[src/rtl/wb_rr_arbiter_if.sv]
// Bus bundles for the round-robin wishbone arbiter.
// wb_m_bus_if carries the packed requests of all masters plus their per-master
// grant/ack/err lines and the shared read data.
// wb_s_bus_if carries the single shared wishbone slave port.

interface wb_m_bus_if #(
    parameter int N_MASTERS = 4
);
    logic [N_MASTERS-1:0]    m_cyc_i;
    logic [N_MASTERS-1:0]    m_stb_i;
    logic [N_MASTERS-1:0]    m_we_i;
    logic [N_MASTERS*32-1:0] m_adr_i;
    logic [N_MASTERS*32-1:0] m_dat_i;
    logic [N_MASTERS*4-1:0]  m_sel_i;
    logic [N_MASTERS-1:0]    m_gnt_o;
    logic [N_MASTERS-1:0]    m_ack_o;
    logic [N_MASTERS-1:0]    m_err_o;
    logic [31:0]             m_dat_o;

    // Requesting side (the load/store/fetch units)
    modport master (
        output m_cyc_i, m_stb_i, m_we_i, m_adr_i, m_dat_i, m_sel_i,
        input  m_gnt_o, m_ack_o, m_err_o, m_dat_o
    );

    // Arbiter side
    modport slave (
        input  m_cyc_i, m_stb_i, m_we_i, m_adr_i, m_dat_i, m_sel_i,
        output m_gnt_o, m_ack_o, m_err_o, m_dat_o
    );
endinterface

interface wb_s_bus_if;
    logic        s_cyc_o;
    logic        s_stb_o;
    logic        s_we_o;
    logic [31:0] s_adr_o;
    logic [31:0] s_dat_o;
    logic [3:0]  s_sel_o;
    logic [31:0] s_dat_i;
    logic        s_ack_i;
    logic        s_err_i;

    // Arbiter side, driving the shared slave
    modport master (
        output s_cyc_o, s_stb_o, s_we_o, s_adr_o, s_dat_o, s_sel_o,
        input  s_dat_i, s_ack_i, s_err_i
    );

    // Shared slave device
    modport slave (
        input  s_cyc_o, s_stb_o, s_we_o, s_adr_o, s_dat_o, s_sel_o,
        output s_dat_i, s_ack_i, s_err_i
    );
endinterface

[src/rtl/wb_rr_arbiter.sv]
// Round-robin arbiter sharing one wishbone slave among N_MASTERS masters.
// A master keeps the bus for its whole cyc tenure; one IDLE bubble separates
// owners. A per-access watchdog turns a never-answered strobe into an err.

module wb_rr_arbiter #(
    parameter  int N_MASTERS = 4,
    parameter  int TIMEOUT   = 64,
    localparam int OWN_W     = $clog2(N_MASTERS)
) (
    input  logic             clk,
    input  logic             rstn_i,
    wb_m_bus_if.slave        m_bus,
    wb_s_bus_if.master       s_bus,
    output logic [OWN_W-1:0] owner_o,
    output logic             busy_o
);

    typedef enum logic {
        IDLE  = 1'b0,
        GRANT = 1'b1
    } state_e;

    localparam bit               WD_EN    = (TIMEOUT > 0);
    localparam int               CNT_W    = (TIMEOUT > 1) ? $clog2(TIMEOUT) : 1;
    localparam logic [CNT_W-1:0] CNT_LAST = WD_EN ? CNT_W'(TIMEOUT - 1) : '0;
    localparam logic [OWN_W:0]   N_EXT    = (OWN_W + 1)'(N_MASTERS);
    localparam logic [OWN_W-1:0] OWN_MAX  = OWN_W'(N_MASTERS - 1);

    state_e                 state_q, state_d;
    logic [OWN_W-1:0]       ptr_q, ptr_d;
    logic [OWN_W-1:0]       owner_q, owner_d;
    logic [N_MASTERS-1:0]   gnt_q, gnt_d;
    logic [CNT_W-1:0]       cnt_q, cnt_d;

    logic [31:0]            adr_a [N_MASTERS];
    logic [31:0]            dat_a [N_MASTERS];
    logic [3:0]             sel_a [N_MASTERS];

    logic                   granted;
    logic                   own_cyc;
    logic                   own_stb;
    logic                   resp;
    logic                   abort;
    logic                   stb_out;
    logic [OWN_W-1:0]       sel_idx;
    logic [OWN_W:0]         cand;

    for (genvar k = 0; k < N_MASTERS; k++) begin : g_unpack
        assign adr_a[k] = m_bus.m_adr_i[k*32 +: 32];
        assign dat_a[k] = m_bus.m_dat_i[k*32 +: 32];
        assign sel_a[k] = m_bus.m_sel_i[k*4 +: 4];
    end

    assign granted = (state_q == GRANT);
    assign own_cyc = m_bus.m_cyc_i[owner_q];
    assign own_stb = m_bus.m_stb_i[owner_q];
    assign resp    = s_bus.s_ack_i | s_bus.s_err_i;
    // A response in the last allowed cycle wins over the abort.
    assign abort   = WD_EN && granted && own_stb && !resp && (cnt_q == CNT_LAST);
    assign stb_out = granted & own_stb & ~abort;

    assign owner_o         = owner_q;
    assign busy_o          = granted;
    assign m_bus.m_gnt_o   = gnt_q;
    assign m_bus.m_dat_o   = s_bus.s_dat_i;

    // Pick the first requester at or after ptr, wrapping modulo N_MASTERS.
    always_comb begin
        sel_idx = ptr_q;
        cand    = '0;
        for (int i = N_MASTERS - 1; i >= 0; i--) begin
            cand = {1'b0, ptr_q} + (OWN_W + 1)'(i);
            if (cand >= N_EXT) begin
                cand = cand - N_EXT;
            end
            if (m_bus.m_cyc_i[cand[OWN_W-1:0]]) begin
                sel_idx = cand[OWN_W-1:0];
            end
        end
    end

    // Route the owner's request to the slave and its response back to the owner.
    always_comb begin
        s_bus.s_cyc_o = granted & own_cyc;
        s_bus.s_stb_o = stb_out;
        s_bus.s_we_o  = granted & m_bus.m_we_i[owner_q];
        s_bus.s_adr_o = granted ? adr_a[owner_q] : '0;
        s_bus.s_dat_o = granted ? dat_a[owner_q] : '0;
        s_bus.s_sel_o = granted ? sel_a[owner_q] : '0;
        m_bus.m_ack_o = '0;
        m_bus.m_err_o = '0;
        if (granted) begin
            m_bus.m_ack_o[owner_q] = s_bus.s_ack_i & ~s_bus.s_err_i & stb_out;
            m_bus.m_err_o[owner_q] = (s_bus.s_err_i & stb_out) | abort;
        end
    end

    // Next-state logic for the IDLE/GRANT controller and the watchdog.
    always_comb begin
        state_d = state_q;
        ptr_d   = ptr_q;
        owner_d = owner_q;
        gnt_d   = gnt_q;
        cnt_d   = '0;
        case (state_q)
            IDLE: begin
                if (|m_bus.m_cyc_i) begin
                    state_d = GRANT;
                    owner_d = sel_idx;
                    gnt_d   = {{(N_MASTERS - 1){1'b0}}, 1'b1} << sel_idx;
                end
            end
            GRANT: begin
                if (!own_cyc) begin
                    state_d = IDLE;
                    gnt_d   = '0;
                    ptr_d   = (owner_q == OWN_MAX) ? '0 : owner_q + 1'b1;
                end else if (WD_EN && stb_out && !resp) begin
                    cnt_d = cnt_q + 1'b1;
                end
            end
            default: begin
                state_d = IDLE;
                gnt_d   = '0;
            end
        endcase
    end

    // Controller state, grant and watchdog registers.
    always_ff @(posedge clk or negedge rstn_i) begin
        if (!rstn_i) begin
            state_q <= IDLE;
            ptr_q   <= '0;
            owner_q <= '0;
            gnt_q   <= '0;
            cnt_q   <= '0;
        end else begin
            state_q <= state_d;
            ptr_q   <= ptr_d;
            owner_q <= owner_d;
            gnt_q   <= gnt_d;
            cnt_q   <= cnt_d;
        end
    end

endmodule
[src/flat_wrapper.sv]
// flat-port wrapper written by rule: the top's interface ports become plain ports
module wb_rr_arbiter_flat 
#(
    parameter  int N_MASTERS = 4,
    parameter  int TIMEOUT   = 64,
    localparam int OWN_W     = $clog2(N_MASTERS)
)
  (clk, rstn_i, owner_o, busy_o, m_bus_m_cyc_i, m_bus_m_stb_i, m_bus_m_we_i, m_bus_m_adr_i, m_bus_m_dat_i, m_bus_m_sel_i, m_bus_m_gnt_o, m_bus_m_ack_o, m_bus_m_err_o, m_bus_m_dat_o, s_bus_s_cyc_o, s_bus_s_stb_o, s_bus_s_we_o, s_bus_s_adr_o, s_bus_s_dat_o, s_bus_s_sel_o, s_bus_s_dat_i, s_bus_s_ack_i, s_bus_s_err_i);
  wb_m_bus_if #(.N_MASTERS(N_MASTERS)) m_bus_i ();
  wb_s_bus_if s_bus_i ();
  input  logic clk;
  input  logic rstn_i;
  output logic [OWN_W-1:0] owner_o;
  output logic busy_o;
  input wire logic [$bits(m_bus_i.m_cyc_i)-1:0] m_bus_m_cyc_i;
  input wire logic [$bits(m_bus_i.m_stb_i)-1:0] m_bus_m_stb_i;
  input wire logic [$bits(m_bus_i.m_we_i)-1:0] m_bus_m_we_i;
  input wire logic [$bits(m_bus_i.m_adr_i)-1:0] m_bus_m_adr_i;
  input wire logic [$bits(m_bus_i.m_dat_i)-1:0] m_bus_m_dat_i;
  input wire logic [$bits(m_bus_i.m_sel_i)-1:0] m_bus_m_sel_i;
  output wire logic [$bits(m_bus_i.m_gnt_o)-1:0] m_bus_m_gnt_o;
  output wire logic [$bits(m_bus_i.m_ack_o)-1:0] m_bus_m_ack_o;
  output wire logic [$bits(m_bus_i.m_err_o)-1:0] m_bus_m_err_o;
  output wire logic [$bits(m_bus_i.m_dat_o)-1:0] m_bus_m_dat_o;
  output wire logic [$bits(s_bus_i.s_cyc_o)-1:0] s_bus_s_cyc_o;
  output wire logic [$bits(s_bus_i.s_stb_o)-1:0] s_bus_s_stb_o;
  output wire logic [$bits(s_bus_i.s_we_o)-1:0] s_bus_s_we_o;
  output wire logic [$bits(s_bus_i.s_adr_o)-1:0] s_bus_s_adr_o;
  output wire logic [$bits(s_bus_i.s_dat_o)-1:0] s_bus_s_dat_o;
  output wire logic [$bits(s_bus_i.s_sel_o)-1:0] s_bus_s_sel_o;
  input wire logic [$bits(s_bus_i.s_dat_i)-1:0] s_bus_s_dat_i;
  input wire logic [$bits(s_bus_i.s_ack_i)-1:0] s_bus_s_ack_i;
  input wire logic [$bits(s_bus_i.s_err_i)-1:0] s_bus_s_err_i;
  assign m_bus_i.m_cyc_i = m_bus_m_cyc_i;
  assign m_bus_i.m_stb_i = m_bus_m_stb_i;
  assign m_bus_i.m_we_i = m_bus_m_we_i;
  assign m_bus_i.m_adr_i = m_bus_m_adr_i;
  assign m_bus_i.m_dat_i = m_bus_m_dat_i;
  assign m_bus_i.m_sel_i = m_bus_m_sel_i;
  assign m_bus_m_gnt_o = m_bus_i.m_gnt_o;
  assign m_bus_m_ack_o = m_bus_i.m_ack_o;
  assign m_bus_m_err_o = m_bus_i.m_err_o;
  assign m_bus_m_dat_o = m_bus_i.m_dat_o;
  assign s_bus_s_cyc_o = s_bus_i.s_cyc_o;
  assign s_bus_s_stb_o = s_bus_i.s_stb_o;
  assign s_bus_s_we_o = s_bus_i.s_we_o;
  assign s_bus_s_adr_o = s_bus_i.s_adr_o;
  assign s_bus_s_dat_o = s_bus_i.s_dat_o;
  assign s_bus_s_sel_o = s_bus_i.s_sel_o;
  assign s_bus_i.s_dat_i = s_bus_s_dat_i;
  assign s_bus_i.s_ack_i = s_bus_s_ack_i;
  assign s_bus_i.s_err_i = s_bus_s_err_i;
  wb_rr_arbiter #(.N_MASTERS(N_MASTERS), .TIMEOUT(TIMEOUT)) u_core (.clk(clk), .rstn_i(rstn_i), .m_bus(m_bus_i), .s_bus(s_bus_i), .owner_o(owner_o), .busy_o(busy_o));
endmodule
[config.mk]
export PLATFORM = sky130hd
export DESIGN_NAME = wb_rr_arbiter_flat
export DESIGN_NICKNAME = d
export VERILOG_FILES = /design/src/rtl/wb_rr_arbiter_if.sv /design/src/rtl/wb_rr_arbiter.sv /design/src/flat_wrapper.sv
export SDC_FILE = /design/constraint.sdc
export NUM_CORES = 1
export LEC_CHECK = 0
export ABC_AREA = 1
export CORE_AREA = 2 2 168 170
export CTS_CLUSTER_DIAMETER = 120
export CTS_CLUSTER_SIZE = 16
export DETAILED_ROUTE_END_ITERATION = 12
export DIE_AREA = 0 0 170 172
export DONT_BUFFER_PORTS = 1
export GPL_TIMING_DRIVEN = 0
export PLACE_DENSITY = 0.3
export SYNTH_ARGS = -nofsm -noshare
export SYNTH_HDL_FRONTEND = slang
export SYNTH_SLANG_ARGS = --single-unit
export TNS_END_PERCENT = 50
[constraint.sdc]
create_clock -name clk -period 1.9 [get_ports clk]
set_input_delay 0.19 -clock clk [delete_from_list [all_inputs] [get_ports clk]]
set_output_delay 0.19 -clock clk [all_outputs]
set_load 0.02 [all_outputs]
After elaboration in Yosys (flattened, before gate mapping)
Cells that the tools add are included.
Widths: inputs -> output; s select.
{"block": "word_totals", "register_bits": 15, "input_bits": 320, "output_inout_bits": 118, "elab_cells": 104}
{"block": "op_classes", "n_addsub": 9, "order_cmp": 11, "eq_ne": 4, "n_shift": 1, "muxes": 48, "bitwise_logic": 16, "reduce_logical": 10}
{"operator": "$mux 32", "count": 6}
{"operator": "$bmux 32 s2", "count": 2}
{"operator": "$mux 4", "count": 7}
{"operator": "$mux 2", "count": 9}
{"operator": "$mux 6", "count": 3}
{"operator": "$lt 2x3->1 const B", "count": 5}
{"operator": "$bmux 1 s2", "count": 7}
{"operator": "$ge 3x3->1 const B", "count": 4}
{"operator": "$mux 1", "count": 10}
{"operator": "$and 4x4->4", "count": 2}
{"operator": "$bmux 4 s2", "count": 1}
{"operator": "$pmux 4 s2", "count": 1}
{"operator": "$sub 2x1->2 const B", "count": 4}
{"operator": "$and 1x1->1", "count": 7}
{"operator": "$add 2x2->3 const B", "count": 2}
{"operator": "$add 6x1->6 const B", "count": 1}
{"operator": "$eq 6x6->1 const B", "count": 1}
{"operator": "$reduce_and 2->1", "count": 3}
{"operator": "$logic_and 1x1->1", "count": 5}
{"operator": "$not 1->1", "count": 4}
{"operator": "$reduce_or 4->1", "count": 1}
{"operator": "$shl 1x2->4 const A", "count": 1}
{"operator": "$add 2x1->3 const B", "count": 1}
{"operator": "$ge 2x3->1 const B", "count": 1}
{"operator": "10 further kinds", "count": 11}

Depth between registers and ports, before layout
{"block": "logic_depth", "depth_word": 12, "depth_mapped": 14, "ltp_nobuf": 13}

Least setup slack after synthesis
OpenSTA, ideal clock, no wires.
{"block": "synth_timing", "kind": "register -> output", "start": "reg u_core.owner_q[1] (netlist: u_core.owner_o[1])", "end": "out m_bus_m_ack_o[0]", "arrival_ns": 1.596, "required_ns": 1.710, "path_slack_ns": 0.114, "stages_incl_launch_ff": 7, "n_path_buf": 2, "cell_sequence": "dfrtp_1 > buf_2 > inv_2 > clkbuf_1 > ha_1 > inv_1 > nor2_1"}
{"block": "synth_between", "elab_chain_cells": 10, "elab_cells_between_ends": 16, "cone_classes": "order compare (2); mux (5); bitwise (5); reduce/logical (4)"}
{"element": "start, declared", "line": "wb_rr_arbiter.sv:31", "source": "logic [OWN_W-1:0] owner_q, owner_d;"}
{"element": "start signal, assigned", "line": "wb_rr_arbiter.sv:140", "source": "owner_q <= owner_d;"}
{"element": "$bmux 1 s2", "line": "wb_rr_arbiter.sv:56", "source": "assign own_stb = m_bus.m_stb_i[owner_q];"}
{"element": "$mux 1 (not written as such)", "line": "wb_rr_arbiter.sv:56"}
{"element": "$logic_and 1x1->1 (3 in series)", "line": "wb_rr_arbiter.sv:59", "source": "assign abort = WD_EN && granted && own_stb && !resp && (cnt_q == CNT_LAST);"}
{"element": "$not 1->1", "line": "wb_rr_arbiter.sv:60", "source": "assign stb_out = granted & own_stb & ~abort;"}
{"element": "$and 1x1->1", "line": "wb_rr_arbiter.sv:60"}
{"element": "$and 1x1->1", "line": "wb_rr_arbiter.sv:93", "source": "m_bus.m_ack_o[owner_q] = s_bus.s_ack_i & ~s_bus.s_err_i & stb_out;"}
{"element": "$and 4x4->4 (no line) (*)"}
{"element": "$mux 4 (*)", "line": "wb_rr_arbiter.sv:92", "source": "if (granted) begin"}
{"element": "end, declared", "line": "flat_wrapper.sv:22", "source": "output wire logic [$bits(m_bus_i.m_ack_o)-1:0] m_bus_m_ack_o;"}
Every way passes the cells marked *; elsewhere a longest branch is shown, timed or not. The select of a mux whose other input is x is not followed.

Worst setup path after layout
{"block": "layout_timing", "start": "reg u_core.owner_q[0] (netlist: u_core.owner_o[0])", "end": "out s_bus_s_dat_o[8]"}
{"block": "layout_between", "elab_chain_cells": 5}
{"element": "$not 2->3 (not written as such)", "line": "wb_rr_arbiter.sv:88", "source": "s_bus.s_dat_o = granted ? dat_a[owner_q] : '0;"}
{"element": "$bmux 32 s2", "line": "wb_rr_arbiter.sv:88"}
{"element": "$mux 32 (not written as such) (2 in series)", "line": "wb_rr_arbiter.sv:88"}
{"element": "$mux 32", "line": "wb_rr_arbiter.sv:88"}
{"element": "end, declared", "line": "flat_wrapper.sv:29", "source": "output wire logic [$bits(s_bus_i.s_dat_o)-1:0] s_bus_s_dat_o;"}
No other way between the ends. The select of a mux whose other input is x is not followed.

==> summary.txt <==
WL per Instance - 21.3 µm
Vias - 4866
Cell Rows - 61
Register area share after synthesis - 0.103
Worst hold path type - in -> reg
Final HPWL DP - 19.2 mm
Final hold vios - 0
Violated checks - negative setup slack
Placed Cells - 1063
# DRC - 0
Worst-margin pin slew - 0.777 ns
TritonCTS clock tree - built
Syn Inst Count - 717
Area grow syn2layout - 35.4%
NetSw - 6.86 mW
Initial core utilization - 0.132
Clock Pin Slew Worst Setup and Hold Paths - 0.05 ns
Gr usage total - 0.139
Crit path time final - 2.14 ns
Die H - 172 µm
Setup TNS - -11.09 ns
# port buffers - 0
Post-Syn Nets - 1042
Gate power share - 0.902
Register share of total power - 0.059
Largest net degree at the start of global routing - 16
Pre-CTS WS - -0.855 ns
Max Slew Vio Count - 0
Slew Limit Headroom - 0.482
CP required - 1.71 ns
Chip width - 170 µm
Synthesized area - 0.00364 mm²
Initial DRC count - 235
Antenna violations before repair - 4
Clock sinks - 15
Synth Register Bits - 15
Final design utilization - 0.179
CTS Buf Count - 3
Int Power - 3.54 mW
Layout cells sized above 1 - 0.280
Syn. warnings - 0
Crit path setup slack, layout - -0.237 ns
Post-place instance area - 0.00407 mm²
Setup Viol. Count Final - 84
Worst vdd ir - 0.000610 V
H-tree levels - 1
Fin area - 0.00493 mm²
Crit end category - output pin
Global-route wire length before repair - 30.0 mm
Status - complete, but fails checks
Period utilisation layout - 1.12
RSZ-0062 raised after global routing - true
Clk_lat worst skew - 0.24 ns
Max cap viols - 0
Routed WL - 23.0 mm
Fmax achieved - 468 MHz
Clk pwr share - 0.040
Commonest non-fill, non-tap cells in the layout - 280 x nor2_1, 112 x o21ai_0, 62 x a21oi_2
CP Max Fanout - 10
Gpl congestion - 0.821
Synth Area per Inst - 5.08 µm²
Commonest non-fill, non-tap cell in the layout - nor2_1
Num ports - 438
Longest Clk Path Bufs - 2
Detail Route Antenna Nets - 0
Crit path DAT - 1.95 ns
CTS root buffer - clkbuf_16
Netlist cell types - 28
Core Footprint - 0.0275 mm²
Die area - 0.0292 mm²
Clock Skew - 0.00430 ns
Remaining Overflow, GRT - 0
Cell Count, Final, Fillers Out - 1080
Leak pwr - 1.84 nW
Nets - 1058
DRT Pass-1 Iters - 4
Via density per instance - 4.51
CP Class - reg -> out
Sw Ratio - 0.660
CP Launch Type - flop
Vias in the first global route - 4544
PwrDens - 2110 mW/mm²
## layer usage
layer / routed length (µm) / GRT usage / vias to the layer above
li1: - / - / 2332
met3: 1720 / 0.0279 / 14
met2: 11400 / 0.247 / 259
met5: 16 / 0 / -
met1: 9700 / 0.180 / 2257
met4: 187 / 0.0111 / 4
## metrics by stage
step / hold slack [ns] / power [mW]
after floorplan: -0.106 / 6.23
after global placement: -0.105 / 8.37
after detailed placement: -0.105 / 8.33
after CTS: 0.261 / 10.4
after global routing: 0.248 / 11.3
final: 0.223 / 10.4
## cell families (layout without fill, tap and decap cells)
logic type / Yosys count / in the layout / synth area share
flip-flops: 15 / 15 / 0.103
buffers and inverters: 107 / 122 / 0.165
other: 0 / 2 / 0
adder cells (fa/ha/maj): 5 / 5 / 0.0172
AND/OR/NAND/NOR: 366 / 366 / 0.400
XOR/XNOR: 4 / 4 / 0.00963
AO/OA/AOI/OAI: 220 / 220 / 0.305
## critical path, stage by stage, from the launching register on
cell and delay, ns:
dfrtp_2 0.56, buf_8 0.17, buf_12 0.15, buf_4 0.18, nor2_1 0.06, nor2_1 0.15, o21ai_0 0.14, a21oi_2 0.28
## Yosys cell counts
master    number  area [µm²]
a21oi_1       71         355
a21oi_2        1        8.76
a41oi_1        1        8.76
buf_1         13        48.8
buf_2          3        15.0
buf_4         46         345
buf_6          2        22.5
clkbuf_1      22        82.6
clkinv_1       1        3.75
dfrtp_1       15         375
ha_1           5        62.6
inv_1         11        41.3
inv_2          8        30.0
inv_8          1        11.3
nand2_1       47         176
nand2_2        5        31.3
nand3_1       12        60.1
nand3b_1       2        15.0
nor2_1       291        1090
nor2_2         2        12.5
nor2_4         1        11.3
nor3_2         5        50.1
nor3b_1        1        7.51
o21ai_0      143         716
o21ai_1        3        15.0
o22ai_1        1        6.26
xnor2_1        1        8.76
xor2_1         3        26.3
## registers in the layout, indices dropped and copies added, names as in the netlist
| register | count |
|---|---|
| u_core.m_bus.m_gnt_o | 4 |
| u_core.owner_o | 2 |
| u_core.busy_o | 1 |
| u_core.ptr_q | 2 |
| u_core.cnt_q | 6 |
## what timing repair did
| action | CTS | global route |
|---|---|---|
| hold endpoints to repair | 15 | 0 |
| hold buffers | 1 | 0 |
| pin swaps | 42 | 27 |
| resized for setup | 191 | 25 |
| buffers inserted | 9 | 2 |
| endpoints found under the setup margin | 92 | 90 |
## final cells by class
class	instances	area (µm²)
well taps	346	433
diodes	2	5.00
repair buffers	12	133
clock buffers	4	78.8
inverters	21	109
plain buffers	85	661
fillers	3212	22500
multi-input cells	595	3130
flip-flops and latches	15	379
## power by group through the flow
stage	registers (mW)	logic [mW]	clock network, mW
global placement	0.591	7.78	0
detailed placement	0.588	7.74	0
finish	0.614	9.38	0.411
global route	0.626	10.2	0.442
floorplan	0.544	5.69	0
CTS	0.617	9.33	0.423
## final timing paths
| kind | start | end | slack, ns | depth (start not counted) |
|---|---|---|---|---|
| hold reg to reg | u_core.cnt_q[0]$_DFF_PN0_ | u_core.cnt_q[0]$_DFF_PN0_ | 0.48 | 1 |
| min in group asynchronous | rstn_i | u_core.m_bus.m_gnt_o[0]$_DFFE_PN0P_ | 0.45 | 1 |
| max in group asynchronous | rstn_i | u_core.owner_o[0]$_DFFE_PN0P_ | 0.92 | 1 |
| hold / removal | s_bus_s_ack_i | u_core.cnt_q[1]$_DFF_PN0_ | 0.22 | 3 |
| setup reg to reg | u_core.owner_o[0]$_DFFE_PN0P_ | u_core.cnt_q[0]$_DFF_PN0_ | -0.02 | 10 |
| setup / recovery | u_core.owner_o[0]$_DFFE_PN0P_ | s_bus_s_dat_o[8] | -0.24 | 7 |
(Power assumes the default switching activity.)
